[src/rtl/display_source_arbiter_if.sv]
`default_nettype none
// ============================================================================
//  Module   : display_source_arbiter_if
//  Brief    : Requester frames, ownership grants and segment codes for the
//             shared 4-digit display arbiter.
//  Revision : 1.0
// ============================================================================
interface display_source_arbiter_if;
    logic        req_a;
    logic [15:0] data_a;
    logic [3:0]  dp_a;
    logic        req_b;
    logic [15:0] data_b;
    logic [3:0]  dp_b;
    logic        grant_a;
    logic        grant_b;
    logic [7:0]  salidaDisplay1;
    logic [7:0]  salidaDisplay2;
    logic [7:0]  salidaDisplay3;
    logic [7:0]  salidaDisplay4;

    // Requester side: drives requests and frames, observes grants and codes.
    modport master (
        output req_a, data_a, dp_a, req_b, data_b, dp_b,
        input  grant_a, grant_b,
        input  salidaDisplay1, salidaDisplay2, salidaDisplay3, salidaDisplay4
    );

    modport slave (
        input  req_a, data_a, dp_a, req_b, data_b, dp_b,
        output grant_a, grant_b,
        output salidaDisplay1, salidaDisplay2, salidaDisplay3, salidaDisplay4
    );
endinterface
`default_nettype wire

[src/rtl/display_source_arbiter.sv]
`default_nettype none
// ============================================================================
//  Module   : display_source_arbiter
//  Brief    : Shares a 4-digit 7-segment display between two requesters with
//             alternating priority and a minimum hold time; registers the
//             owner's frame as active-low segment codes.
//  Revision : 1.0
// ============================================================================
module display_source_arbiter #(
    parameter int HOLD_CYCLES = 1000,
    parameter int CNT_W       = 10
) (
    input wire                      clk,
    input wire                      reset,
    display_source_arbiter_if.slave bus
);

    localparam logic [1:0]       c_ST_IDLE   = 2'd0;
    localparam logic [1:0]       c_ST_SHOW_A = 2'd1;
    localparam logic [1:0]       c_ST_SHOW_B = 2'd2;
    localparam logic             c_OWNER_A   = 1'b0;
    localparam logic             c_OWNER_B   = 1'b1;
    localparam logic [CNT_W-1:0] c_HOLD_MAX  = CNT_W'(HOLD_CYCLES - 1);
    localparam logic [7:0]       c_BLANK     = 8'hFF;

    logic [1:0]       r_state;
    logic [1:0]       w_next_state;
    logic [CNT_W-1:0] r_hold_cnt;
    logic             r_last_owner;
    logic             r_grant_a;
    logic             r_grant_b;
    logic             w_sample;
    logic             w_enter;
    logic             w_hold_done;
    logic [15:0]      w_frame_data;
    logic [3:0]       w_frame_dp;
    logic [7:0]       w_code [4];
    logic [7:0]       r_seg  [4];

    // Segment code {dp,g,f,e,d,c,b,a}, active-low; A..E render as a dash.
    function automatic logic [7:0] f_encode_digit(input logic [3:0] nib, input logic dp);
        logic [6:0] v_seg;
        case (nib)
            4'h0:    v_seg = 7'h40;
            4'h1:    v_seg = 7'h79;
            4'h2:    v_seg = 7'h24;
            4'h3:    v_seg = 7'h30;
            4'h4:    v_seg = 7'h19;
            4'h5:    v_seg = 7'h12;
            4'h6:    v_seg = 7'h02;
            4'h7:    v_seg = 7'h78;
            4'h8:    v_seg = 7'h00;
            4'h9:    v_seg = 7'h10;
            4'hF:    v_seg = 7'h7F;
            default: v_seg = 7'h3F;
        endcase
        return {~dp, v_seg};
    endfunction

    assign w_hold_done = (r_hold_cnt == c_HOLD_MAX);

    always_comb begin
        w_next_state = r_state;
        w_sample     = 1'b0;
        case (r_state)
            c_ST_IDLE: begin
                if (bus.req_a && !bus.req_b)
                    w_next_state = c_ST_SHOW_A;
                else if (bus.req_b && !bus.req_a)
                    w_next_state = c_ST_SHOW_B;
                else if (bus.req_a && bus.req_b)
                    w_next_state = (r_last_owner == c_OWNER_B) ? c_ST_SHOW_A : c_ST_SHOW_B;
            end
            c_ST_SHOW_A: begin
                w_sample = bus.req_a;
                if (bus.req_a) begin
                    if (bus.req_b && w_hold_done)
                        w_next_state = c_ST_SHOW_B;
                end else begin
                    w_next_state = bus.req_b ? c_ST_SHOW_B : c_ST_IDLE;
                end
            end
            c_ST_SHOW_B: begin
                w_sample = bus.req_b;
                if (bus.req_b) begin
                    if (bus.req_a && w_hold_done)
                        w_next_state = c_ST_SHOW_A;
                end else begin
                    w_next_state = bus.req_a ? c_ST_SHOW_A : c_ST_IDLE;
                end
            end
            default: w_next_state = c_ST_IDLE;
        endcase
    end

    // Any move into a SHOW state, from IDLE or the other owner, restarts the hold.
    assign w_enter = (w_next_state != r_state) && (w_next_state != c_ST_IDLE);

    assign w_frame_data = (r_state == c_ST_SHOW_A) ? bus.data_a : bus.data_b;
    assign w_frame_dp   = (r_state == c_ST_SHOW_A) ? bus.dp_a   : bus.dp_b;

    // Index 0 is the rightmost digit (lowest nibble).
    generate
        for (genvar gi = 0; gi < 4; gi++) begin : g_digit
            assign w_code[gi] = f_encode_digit(w_frame_data[4*gi +: 4], w_frame_dp[gi]);
        end
    endgenerate

    always_ff @(posedge clk or negedge reset) begin
        if (!reset) begin
            r_state      <= c_ST_IDLE;
            r_grant_a    <= 1'b0;
            r_grant_b    <= 1'b0;
            r_hold_cnt   <= '0;
            r_last_owner <= c_OWNER_B;
        end else begin
            r_state   <= w_next_state;
            r_grant_a <= (w_next_state == c_ST_SHOW_A);
            r_grant_b <= (w_next_state == c_ST_SHOW_B);
            if (w_enter) begin
                r_hold_cnt   <= '0;
                r_last_owner <= (w_next_state == c_ST_SHOW_A) ? c_OWNER_A : c_OWNER_B;
            end else if ((r_state != c_ST_IDLE) && !w_hold_done) begin
                r_hold_cnt <= r_hold_cnt + CNT_W'(1);
            end
        end
    end

    always_ff @(posedge clk or negedge reset) begin
        if (!reset) begin
            for (int i = 0; i < 4; i++) r_seg[i] <= c_BLANK;
        end else if (w_sample) begin
            for (int i = 0; i < 4; i++) r_seg[i] <= w_code[i];
        end
    end

    assign bus.grant_a        = r_grant_a;
    assign bus.grant_b        = r_grant_b;
    assign bus.salidaDisplay1 = r_seg[3];
    assign bus.salidaDisplay2 = r_seg[2];
    assign bus.salidaDisplay3 = r_seg[1];
    assign bus.salidaDisplay4 = r_seg[0];

endmodule
`default_nettype wire

[src/flat_wrapper.sv]
// flat-port wrapper written by rule: the top's interface ports become plain ports
module display_source_arbiter_flat 
#(
    parameter int HOLD_CYCLES = 1000,
    parameter int CNT_W       = 10
)
  (clk, reset, bus_req_a, bus_data_a, bus_dp_a, bus_req_b, bus_data_b, bus_dp_b, bus_grant_a, bus_grant_b, bus_salidaDisplay1, bus_salidaDisplay2, bus_salidaDisplay3, bus_salidaDisplay4);
  display_source_arbiter_if bus_i ();
  input wire clk;
  input wire reset;
  input wire logic [$bits(bus_i.req_a)-1:0] bus_req_a;
  input wire logic [$bits(bus_i.data_a)-1:0] bus_data_a;
  input wire logic [$bits(bus_i.dp_a)-1:0] bus_dp_a;
  input wire logic [$bits(bus_i.req_b)-1:0] bus_req_b;
  input wire logic [$bits(bus_i.data_b)-1:0] bus_data_b;
  input wire logic [$bits(bus_i.dp_b)-1:0] bus_dp_b;
  output wire logic [$bits(bus_i.grant_a)-1:0] bus_grant_a;
  output wire logic [$bits(bus_i.grant_b)-1:0] bus_grant_b;
  output wire logic [$bits(bus_i.salidaDisplay1)-1:0] bus_salidaDisplay1;
  output wire logic [$bits(bus_i.salidaDisplay2)-1:0] bus_salidaDisplay2;
  output wire logic [$bits(bus_i.salidaDisplay3)-1:0] bus_salidaDisplay3;
  output wire logic [$bits(bus_i.salidaDisplay4)-1:0] bus_salidaDisplay4;
  assign bus_i.req_a = bus_req_a;
  assign bus_i.data_a = bus_data_a;
  assign bus_i.dp_a = bus_dp_a;
  assign bus_i.req_b = bus_req_b;
  assign bus_i.data_b = bus_data_b;
  assign bus_i.dp_b = bus_dp_b;
  assign bus_grant_a = bus_i.grant_a;
  assign bus_grant_b = bus_i.grant_b;
  assign bus_salidaDisplay1 = bus_i.salidaDisplay1;
  assign bus_salidaDisplay2 = bus_i.salidaDisplay2;
  assign bus_salidaDisplay3 = bus_i.salidaDisplay3;
  assign bus_salidaDisplay4 = bus_i.salidaDisplay4;
  display_source_arbiter #(.HOLD_CYCLES(HOLD_CYCLES), .CNT_W(CNT_W)) u_core (.clk(clk), .reset(reset), .bus(bus_i));
endmodule
[config.mk]
export PLATFORM = sky130hd
export DESIGN_NAME = display_source_arbiter_flat
export DESIGN_NICKNAME = d
export VERILOG_FILES = /design/src/rtl/display_source_arbiter_if.sv /design/src/rtl/display_source_arbiter.sv /design/src/flat_wrapper.sv
export SDC_FILE = /design/constraint.sdc
export NUM_CORES = 1
export LEC_CHECK = 0
export ABC_CLOCK_PERIOD_IN_PS = 3520
export CORE_MARGIN = 5
export CORE_UTILIZATION = 35
export CTS_BUF_LIST = sky130_fd_sc_hd__clkbuf_2 sky130_fd_sc_hd__clkbuf_4 sky130_fd_sc_hd__clkbuf_8
export DETAILED_ROUTE_END_ITERATION = 7
export PLACE_DENSITY = 0.67
export SLEW_MARGIN = 20
export SYNTH_ARGS = -nofsm -noshare
export SYNTH_HDL_FRONTEND = slang
export SYNTH_SLANG_ARGS = --single-unit
[constraint.sdc]
create_clock -name clk -period 3.52 [get_ports clk]
set_clock_uncertainty 0.15 [all_clocks]
set_input_delay 1.056 -clock clk [delete_from_list [all_inputs] [get_ports clk]]
set_output_delay 1.056 -clock clk [all_outputs]
set_load 0.01 [all_outputs]
==> run metrics <==
hold slack roughly 0.33 ns; starting density of the core around 35%; CTS tree built; synthesized flop and latch total between 40 and 50; non-filler cells, final ~520; die width slightly above 100 um; hold violation total from the final report 0; Sw Share around two fifths; Synth top area share between 20% and 30%; Via density about 5; Setup CP Type primary input to flip-flop; number of synthesized flops with an enable pin 0; top_reg_cell synth dfstp_2; Worst slew margin between 50% and 60%; DRT Pass-1 Iters 4; share of layout cells above drive strength 1 18.9%; area leader, netlist dfstp_2; final count of negative-setup-slack endpoints 0; Synth async-reset ratio 100%; largest net degree at the start of global routing 65; register area share after synthesis between 30% and 40%; Worst-Margin Slew approximately 0.7 ns; num rows 34; initial drt markers 82; CTS Buf Count 5; post-route ant nets 0; Boundary Pins 78; most frequent cell after synthesis nand2_1; wire length of the first global-routing pass between 10000 and 15000 um; core area 0.00864 mm2; Pwr Density about 740 mW/mm2; largest buffer count on any clock path 2; crit path DAT between 3 and 4 ns; clk_lat worst skew 0.30 ns; GP Congestion about 0.89; most common library cells after synthesis 52 x nand2_1, 40 x o21ai_0, 33 x dfstp_2, 25 x ha_1, 22 x nor2_1; HP Class flip-flop to flip-flop; Worst-path clk slew 0.10 ns; postcts setup bufs 0; Clock power frac 10.9%; Max rail drop VDD 0.000336 V; via count 2622; initial antenna violation count 0; dpl hpwl roughly 5500 um; Syn Inst Count approximately 330; maxcap violations 0; vias in the first global route 2664; Lkg Pwr ~1.7 nW; P_int roughly 1.8 mW; Post-Syn Area 0.00306 mm2; nets@finish about 480; GRT Total Usage between 10% and 20%; Die Y 104 um; RSZ-0062 raised after global routing no; yosys warns 0; final core occ a little under half; CTS-repair resized insts 0; Port Buffers 77; switching power total ~1.2 mW; synth top area cells dfstp_2 28%, dfrtp_1 11%, ha_1 10%; post-DR wirelength/cell between 10 and 15 um; area grow syn2layout 32.4%; Final min period just over 3 ns; CTS sink cnt 47; Max Slew Vio Count 0; GR met2 Demand/Resource a little over a fifth; Root Buffer clkbuf_8; logic gate share of total power a little under three fifths; total gr overflow 0; status complete, no violations; syn nets 403; critical-path maximum fanout 10; Hold-fix buffers, CTS 0; grt met3 use ~5.0%; critical path endpoint category flip-flop; setup_tns 0 ns; # diodes 0; drt drc 0; critical path launch point type primary input; DRT Wirelength between 7000 and 8000 um; H-tree Lvls 2; Sequential Power Share around a third; met1 usage around 16%; DIE AREA 0.0107 mm2; most used routing layer met2; f_max roughly 0.33 GHz; Mean Syn Cell Area between 9 and 10 um2; final worst path period share between 80% and 90%; Cells after DPL just over 500; Yosys cell types 47; Worst Path Required about 3.5 ns
[per-layer routing]
| layer | share of wire, % | wire length, um |
|---|---|---|
| met1 | 45 | 3170 |
| met2 | 47 | 3300 |
| met3 | 7.6 | 539 |
| met4 | 1.0 | 72 |
| met5 | 0 | 0 |
[cells by family after synthesis]
kind of cell	count (synthesis)	share of synthesized area, %
muxes	29	10.1
adders and majority gates	25	10.2
buffers and inverters	27	3.68
DFF	47	39.8
xor gates and xnor gates	7	2.00
AOI/OAI and AO/OA	89	17.6
and+or+nand+nor	110	16.6
[power groups by stage]
stage	logic [mW]	clock network, mW	registers (mW)
6_report	1.66	0.327	1.01
5_1_grt	1.86	0.367	1.04
4_1_cts	1.69	0.341	1.02
3_5_place_dp	1.69	0	1.02
3_3_place_gp	1.65	0	1.02
2_1_floorplan	0.951	0	1.09
[placed cells by master (no fill, tap or decap), types with 14 or more instances in the layout]
| cell | n |
|---|---|
| nor2_1 | 22 |
| dfrtp_1 | 14 |
| mux2_2 | 14 |
| ha_1 | 25 |
| nand2_1 | 51 |
| o21ai_0 | 40 |
| mux2i_1 | 15 |
| a21oi_1 | 14 |
| inv_1 | 15 |
| clkdlybuf4s50_1 | 76 |
| dfstp_2 | 33 |
[critical path: stages]
cell and delay, ns:
clkdlybuf4s50_1 0.60, a22o_1 0.24, nand2_1 0.08, a31o_2 0.25, a31oi_1 0.22, a32o_1 0.54
nor2_2 0.08
[final timing paths]
| check | startpoint | end | slack (ns) | cells after the start |
|---|---|---|---|---|
| worst max-delay path | bus_req_b | u_core.r_hold_cnt[3] | 0.46 | 7 |
| worst min-delay path | u_core.bus.salidaDisplay2[1] | u_core.bus.salidaDisplay2[1] | 0.33 | 2 |
| worst max register to register | u_core.r_state[1] | u_core.r_hold_cnt[3] | 0.79 | 9 |
| min in group asynchronous | reset | u_core.r_hold_cnt[4] | 0.66 | 1 |
| worst min register to register | u_core.bus.salidaDisplay2[1] | u_core.bus.salidaDisplay2[1] | 0.33 | 2 |
| max in group asynchronous | reset | u_core.bus.salidaDisplay4[4] | 1.80 | 2 |
[stage by stage]
stage          instance area (um2)  worst slack [ns]  power (mW)
2_1_floorplan                 3060              1.09        2.04
3_3_place_gp                  3970             0.238        2.67
3_5_place_dp                  3970             0.183        2.71
4_1_cts                       4050             0.483        3.05
5_1_grt                       4050             0.361        3.27
6_report                      4050             0.459        3.00
[state kept, by name, indices dropped and copies added (netlist names)]
name,flops
u_core.bus.grant_a,1
u_core.bus.grant_b,1
u_core.bus.salidaDisplay1,8
u_core.bus.salidaDisplay2,8
u_core.bus.salidaDisplay3,8
u_core.bus.salidaDisplay4,8
u_core.r_hold_cnt,10
u_core.r_last_owner,1
u_core.r_state,2
[final cells by class]
cell class,count,area (um2)
clock buffers,5,68.8
inverters,15,56.3
repair buffers,83,823
fillers,838,4580
clock inverters,3,18.8
multi-input cells,260,1730
flip-flops and latches,47,1220
well taps,108,135
No activity file was read; power rests on OpenSTA's default activity.
==> edit 1, RTL diff (config.mk and constraints unchanged) <==
Reset style: synchronous (`reset`), changed in 2 clocked blocks.
--- a/src/rtl/display_source_arbiter.sv
+++ b/src/rtl/display_source_arbiter.sv
@@ -108,3 +108,3 @@
 
-    always_ff @(posedge clk or negedge reset) begin
+    always_ff @(posedge clk) begin
         if (!reset) begin
@@ -128,3 +128,3 @@
 
-    always_ff @(posedge clk or negedge reset) begin
+    always_ff @(posedge clk) begin
         if (!reset) begin
Check against the original RTL: differs if reset is asserted again (counterexample within 4 cycles, from zero or initial values and one cycle with reset low); with reset held inactive, the same outputs for 10 cycles.
==> edit 1 against the original RTL <==
  * Worst setup slack improved by 0.22 ns
  * Cell area down 3.3%
  * Sequential cell count unchanged
  * Global-route usage down 1.0 points
  * Cell count shrank 6.7%
  * Synthesized area decreased by 4.8%
  * Routed wire length is 8.8% lower
  * Critical path type unchanged
  * Highest routed layer unchanged
Power is not compared: it rests on default switching activity, and its combinational part moved more than twofold at a synthesized area within 25%.
==> edit 1: results (changes against the original RTL) <==
status finished, final reports clean (unchanged); count of multi-input gates 227 (was 260); register bit total from synthesis 47 (unchanged); Filler cells 802 (was 838); mean area per synthesized cell 9.74 um^2 (was 9.16 um^2); FF-to-FF End u_core.r_seg[2][3] (was u_core.r_hold_cnt[3]); CP Data Arrival Time 2.86 ns (was 3.07 ns); Commonest cells post-synth nand2_1, edfxtp_1, o21ai_0, ha_1, nor2_1 (was nand2_1, o21ai_0, dfstp_2, ha_1, nor2_1); count of non-CTS buffers in the layout 82 (was 83); via-per-instance ratio 4.82 (was 5.03); r2r worst-path depth 9 (unchanged); worst r2r src u_core.r_state[0] (was u_core.r_state[1]); first-pass GRT wire length 10200 um (was 12200 um); asr flop ratio synth 0% (was 100%); Clk pin slew, worst setup/hold paths 0.08 ns (was 0.10 ns); Yosys warning count 0 (unchanged); share of layout cells above drive strength 1 9.97% (was 18.9%); Slew headroom 69.9% (was 52.0%); slowest cell delay on critical path 0.56 ns (was 0.60 ns); CTS resizes 0 (unchanged); hold slack 0.372 ns (was 0.329 ns); Worst Hold Path Cells 2 (unchanged); buffer share of cell area 20.9% (was 20.3%); nets@finish 449 (was 481); sequential area share after synthesis 43.3% (was 39.8%); root buf cell clkbuf_8 (unchanged); vias 2344 (was 2622); Setup crit end u_core.r_hold_cnt[3] (unchanged); Post-synth EDFFs 32 (was 0); DR pass1 iterations 4 (unchanged); switching power total 433 uW; Hold Crit Start u_core.r_hold_cnt[9] (was u_core.bus.salidaDisplay2[1]); synthesized net count 368 (was 403); multi-input combinational area share 39.6% (was 42.8%); dpl cells 478 (was 513); DP HPWL 5120 um (was 5500 um); Top Family by Delay on Critical Path buffers and inverters (was compound AO/OA/AOI/OAI gates); vias in the first global route 2144 (was 2664); ant diodes 0 (unchanged); Yosys cell types 45 (was 47); Inverters 17 (was 15); number of clock buffers in the layout 6 (was 5); sequential fraction of total cell area 32.2% (was 30.0%); Final GP Congestion 0.852 (was 0.890); antenna violations before repair 0 (unchanged); Area contributors post-synth edfxtp_1, ha_1, dfxtp_1 (was dfstp_2, dfrtp_1, ha_1); ys flop type edfxtp_1 (was dfstp_2); largest net degree at the start of global routing 33 (was 65); Initial DRC Count 47 (was 82); hold endpoint u_core.r_hold_cnt[9] (was u_core.bus.salidaDisplay2[1]); placed cell area 3830 um^2 (was 3970 um^2); Worst R2R Setup Slack 0.76 ns (was 0.79 ns); Layout clock area frac 2.27% (was 2.16%); Tot GR Track Use 12.3% (was 13.3%); drt wl/cell 13.3 um (was 13.6 um)
[edit 1: changes by cell type after synthesis, sizes merged, moves of 5 or more]
| cell | unedited run | this run |
|---|---|---|
| nor3 | 6 | 11 |
| dfstp | 33 | 0 |
| nand2 | 52 | 41 |
| dfrtp | 14 | 0 |
| dfxtp | 0 | 15 |
| nor2 | 31 | 25 |
| edfxtp | 0 | 32 |
| o21ai | 41 | 31 |
| o22ai | 6 | 1 |
[edit 1: kinds of logic after synthesis]
logic type / Yosys count / share of synthesized area [%]
adders and majority gates: 25 / 10.7
xor gates and xnor gates: 7 / 2.10
DFF: 47 / 43.3
AOI/OAI and AO/OA: 65 / 13.2
buffers and inverters: 25 / 3.39
muxes: 28 / 10.3
and+or+nand+nor: 102 / 17.0
[edit 1: power groups by stage]
| stage | Combinational (mW) | Clock, mW | Sequential [mW] |
|---|---|---|---|
| 2_1_floorplan | 0.296 | 0 | 0.638 |
| 3_3_place_gp | 0.442 | 0 | 0.636 |
| 3_5_place_dp | 0.446 | 0 | 0.636 |
| 4_1_cts | 0.450 | 0.326 | 0.623 |
| 5_1_grt | 0.502 | 0.352 | 0.626 |
| 6_report | 0.446 | 0.321 | 0.623 |
[edit 1: per-layer routing]
layer / track usage (%) / up-vias / share of wire [%]
met5: 0 / - / 0
met4: 3.37 / 0 / 1.0
met3: 2.27 / 5 / 4.8
met2: 21.1 / 50 / 50
met1: 15.8 / 1058 / 44
li1: - / 1231 / -
[edit 1: per-stage QoR]
step,util (%),setup slack [ns]
2_1_floorplan,-,0.929
3_3_place_gp,46.8,0.439
3_5_place_dp,46.8,0.397
4_1_cts,47.9,0.709
5_1_grt,47.9,0.410
6_report,47.9,0.677
==> edit 2, RTL diff (same flow settings) <==
Made on the original files. `CNT_W` is set to 10 in 2 places; all go to 8.
--- a/src/rtl/display_source_arbiter.sv
+++ b/src/rtl/display_source_arbiter.sv
@@ -10,3 +10,3 @@
     parameter int HOLD_CYCLES = 1000,
-    parameter int CNT_W       = 10
+    parameter int CNT_W       = 8
 ) (
--- a/src/flat_wrapper.sv
+++ b/src/flat_wrapper.sv
@@ -4,3 +4,3 @@
     parameter int HOLD_CYCLES = 1000,
-    parameter int CNT_W       = 10
+    parameter int CNT_W       = 8
 )
Function: no difference found for any inputs over 10 cycles, from zero or initial values and one cycle with reset low; that may be too few to reach the edited logic, so the function may still have changed.
==> edit 2 against the original RTL <==
  * Synthesized cell count grew 0.90%
  * Synthesized area grew 0.94%
  * Cell area grew 0.83%
  * Non-clock buffer count is the same
  * Worst setup slack gained 0.039 ns
  * Sequential share of layout area shrank 1.5 points
  * Power shrank 2.6%
  * Register-to-register slack gained 0.03 ns
  * Routed wire length grew 4.9%
  * Largest power group unchanged
  * Maximum frequency grew 1.3%
  * Sequential cell count shrank 2
  * Cell count shrank 0.19%
  * Die area grew 0.85%
==> edit 2: results (changes against the original RTL) <==
status finished, final reports clean (unchanged); via-per-instance ratio 5.09 (was 5.03); synthesized net count 406 (was 403); CTS resizes 0 (unchanged); CTS buffer count 5 (unchanged); Final GP Congestion 0.790 (was 0.890); Area contributors post-synth dfstp_2, ha_1, dfrtp_1 (was dfstp_2, dfrtp_1, ha_1); GRT met1 Usage 17.4% (was 16.4%); routed wire length 7430 um (was 7090 um); Worst IR Drop VDD 0.000301 V (was 0.000336 V); CP Data Arrival Time 3.05 ns (was 3.07 ns); met3 GRT Util 5.03% (was 5.04%); Yosys cell types 49 (was 47); share of layout cells above drive strength 1 18.9% (about the same); internal power 1.79 mW (was 1.80 mW); DP HPWL 5540 um (was 5500 um); GR Util met2 22.0% (was 21.9%); first-pass GRT wire length 12600 um (was 12200 um); Tot GR Track Use 13.5% (was 13.3%); worst slew pin tran 0.812 ns (was 0.720 ns); Initial DRC Count 90 (was 82); Max FO, Critical Path 11 (was 10); ant diodes 0 (unchanged); slowest cell delay on critical path 0.68 ns (was 0.60 ns); setup TNS 0 ns (unchanged); sequential area share after synthesis 37.8% (was 39.8%); nets@finish 480 (was 481); largest net degree at the start of global routing 40 (was 65); vias in the first global route 2678 (was 2664); Clock Latency Late Sink 0.29 ns; Setup WS pre-CTS 0.220 ns (was 0.183 ns); leakage 1.72 nW (was 1.70 nW); Commonest cells post-synth nand2_1, o21ai_0, dfstp_2, ha_1, nor2_1 (unchanged); IO buf count 77 (unchanged)
-- edit 2: changes by cell type in the layout (fill, tap and decap cells not counted), sizes merged, moves of 3 or more --
cell and delta:
nand2b +5, nor3b +3, o31ai +4, a211oi -3
inv -3, a221oi +3, nand2 +6, nand3 -4
nor2 -7
-- edit 2: power by group through the flow --
stage | logic [mW] | clock network [mW] | registers, mW
2_1_floorplan | 0.868 | 0 | 1.07
4_1_cts | 1.61 | 0.359 | 0.995
5_1_grt | 1.78 | 0.379 | 1.02
3_3_place_gp | 1.57 | 0 | 0.997
3_5_place_dp | 1.60 | 0 | 0.999
6_report | 1.59 | 0.340 | 0.993
-- edit 2: cell type report --
class	count	area [um^2]
inverters	13	48.8
repair buffers	83	836
fillers	889	4590
clock inverters	2	13.8
flip-flops and latches	45	1170
clock buffers	6	82.6
multi-input cells	263	1800
well taps	108	135
-- edit 2: worst paths after layout --
path	start	endpoint	slack, ns	depth (start not counted)
max in group asynchronous	reset	u_core.bus.salidaDisplay4[7]	1.79	2
min in group asynchronous	reset	u_core.r_hold_cnt[4]	0.70	1
worst min register to register	u_core.bus.salidaDisplay4[1]	u_core.bus.salidaDisplay4[1]	0.33	2
worst max-delay path	bus_req_a	u_core.r_hold_cnt[2]	0.50	7
worst max register to register	u_core.r_state[0]	u_core.r_last_owner	0.82	8
worst min-delay path	u_core.bus.salidaDisplay4[1]	u_core.bus.salidaDisplay4[1]	0.33	2
-- edit 2: kinds of logic after synthesis --
kind of cell	share of synthesized area, %
mux	10.8
compound gates	20.0
xor+xnor	1.42
fa+ha+maj	10.1
buf+inv	4.01
flops	37.8
simple gates	15.9
-- edit 2: layer usage --
metal  vias to the layer above  part of all wire (%)
li1                       1329                     -
met1                      1233                    46
met2                        81                    45
met3                         4                   7.9
met4                         0                  0.38
met5                         -                     0
-- edit 2: through the flow --
step,instances,instance area (um^2)
6_report,520,4090
5_1_grt,520,4090
4_1_cts,520,4090
3_5_place_dp,512,3990
3_3_place_gp,512,3990
2_1_floorplan,337,3090
-- edit 2: worst max-delay path: cells and delay by family --
kind | cells | cell delay, ns
AOI/OAI and AO/OA | 3 | 0.75
buffers and inverters | 1 | 0.68
and+or+nand+nor | 3 | 0.54
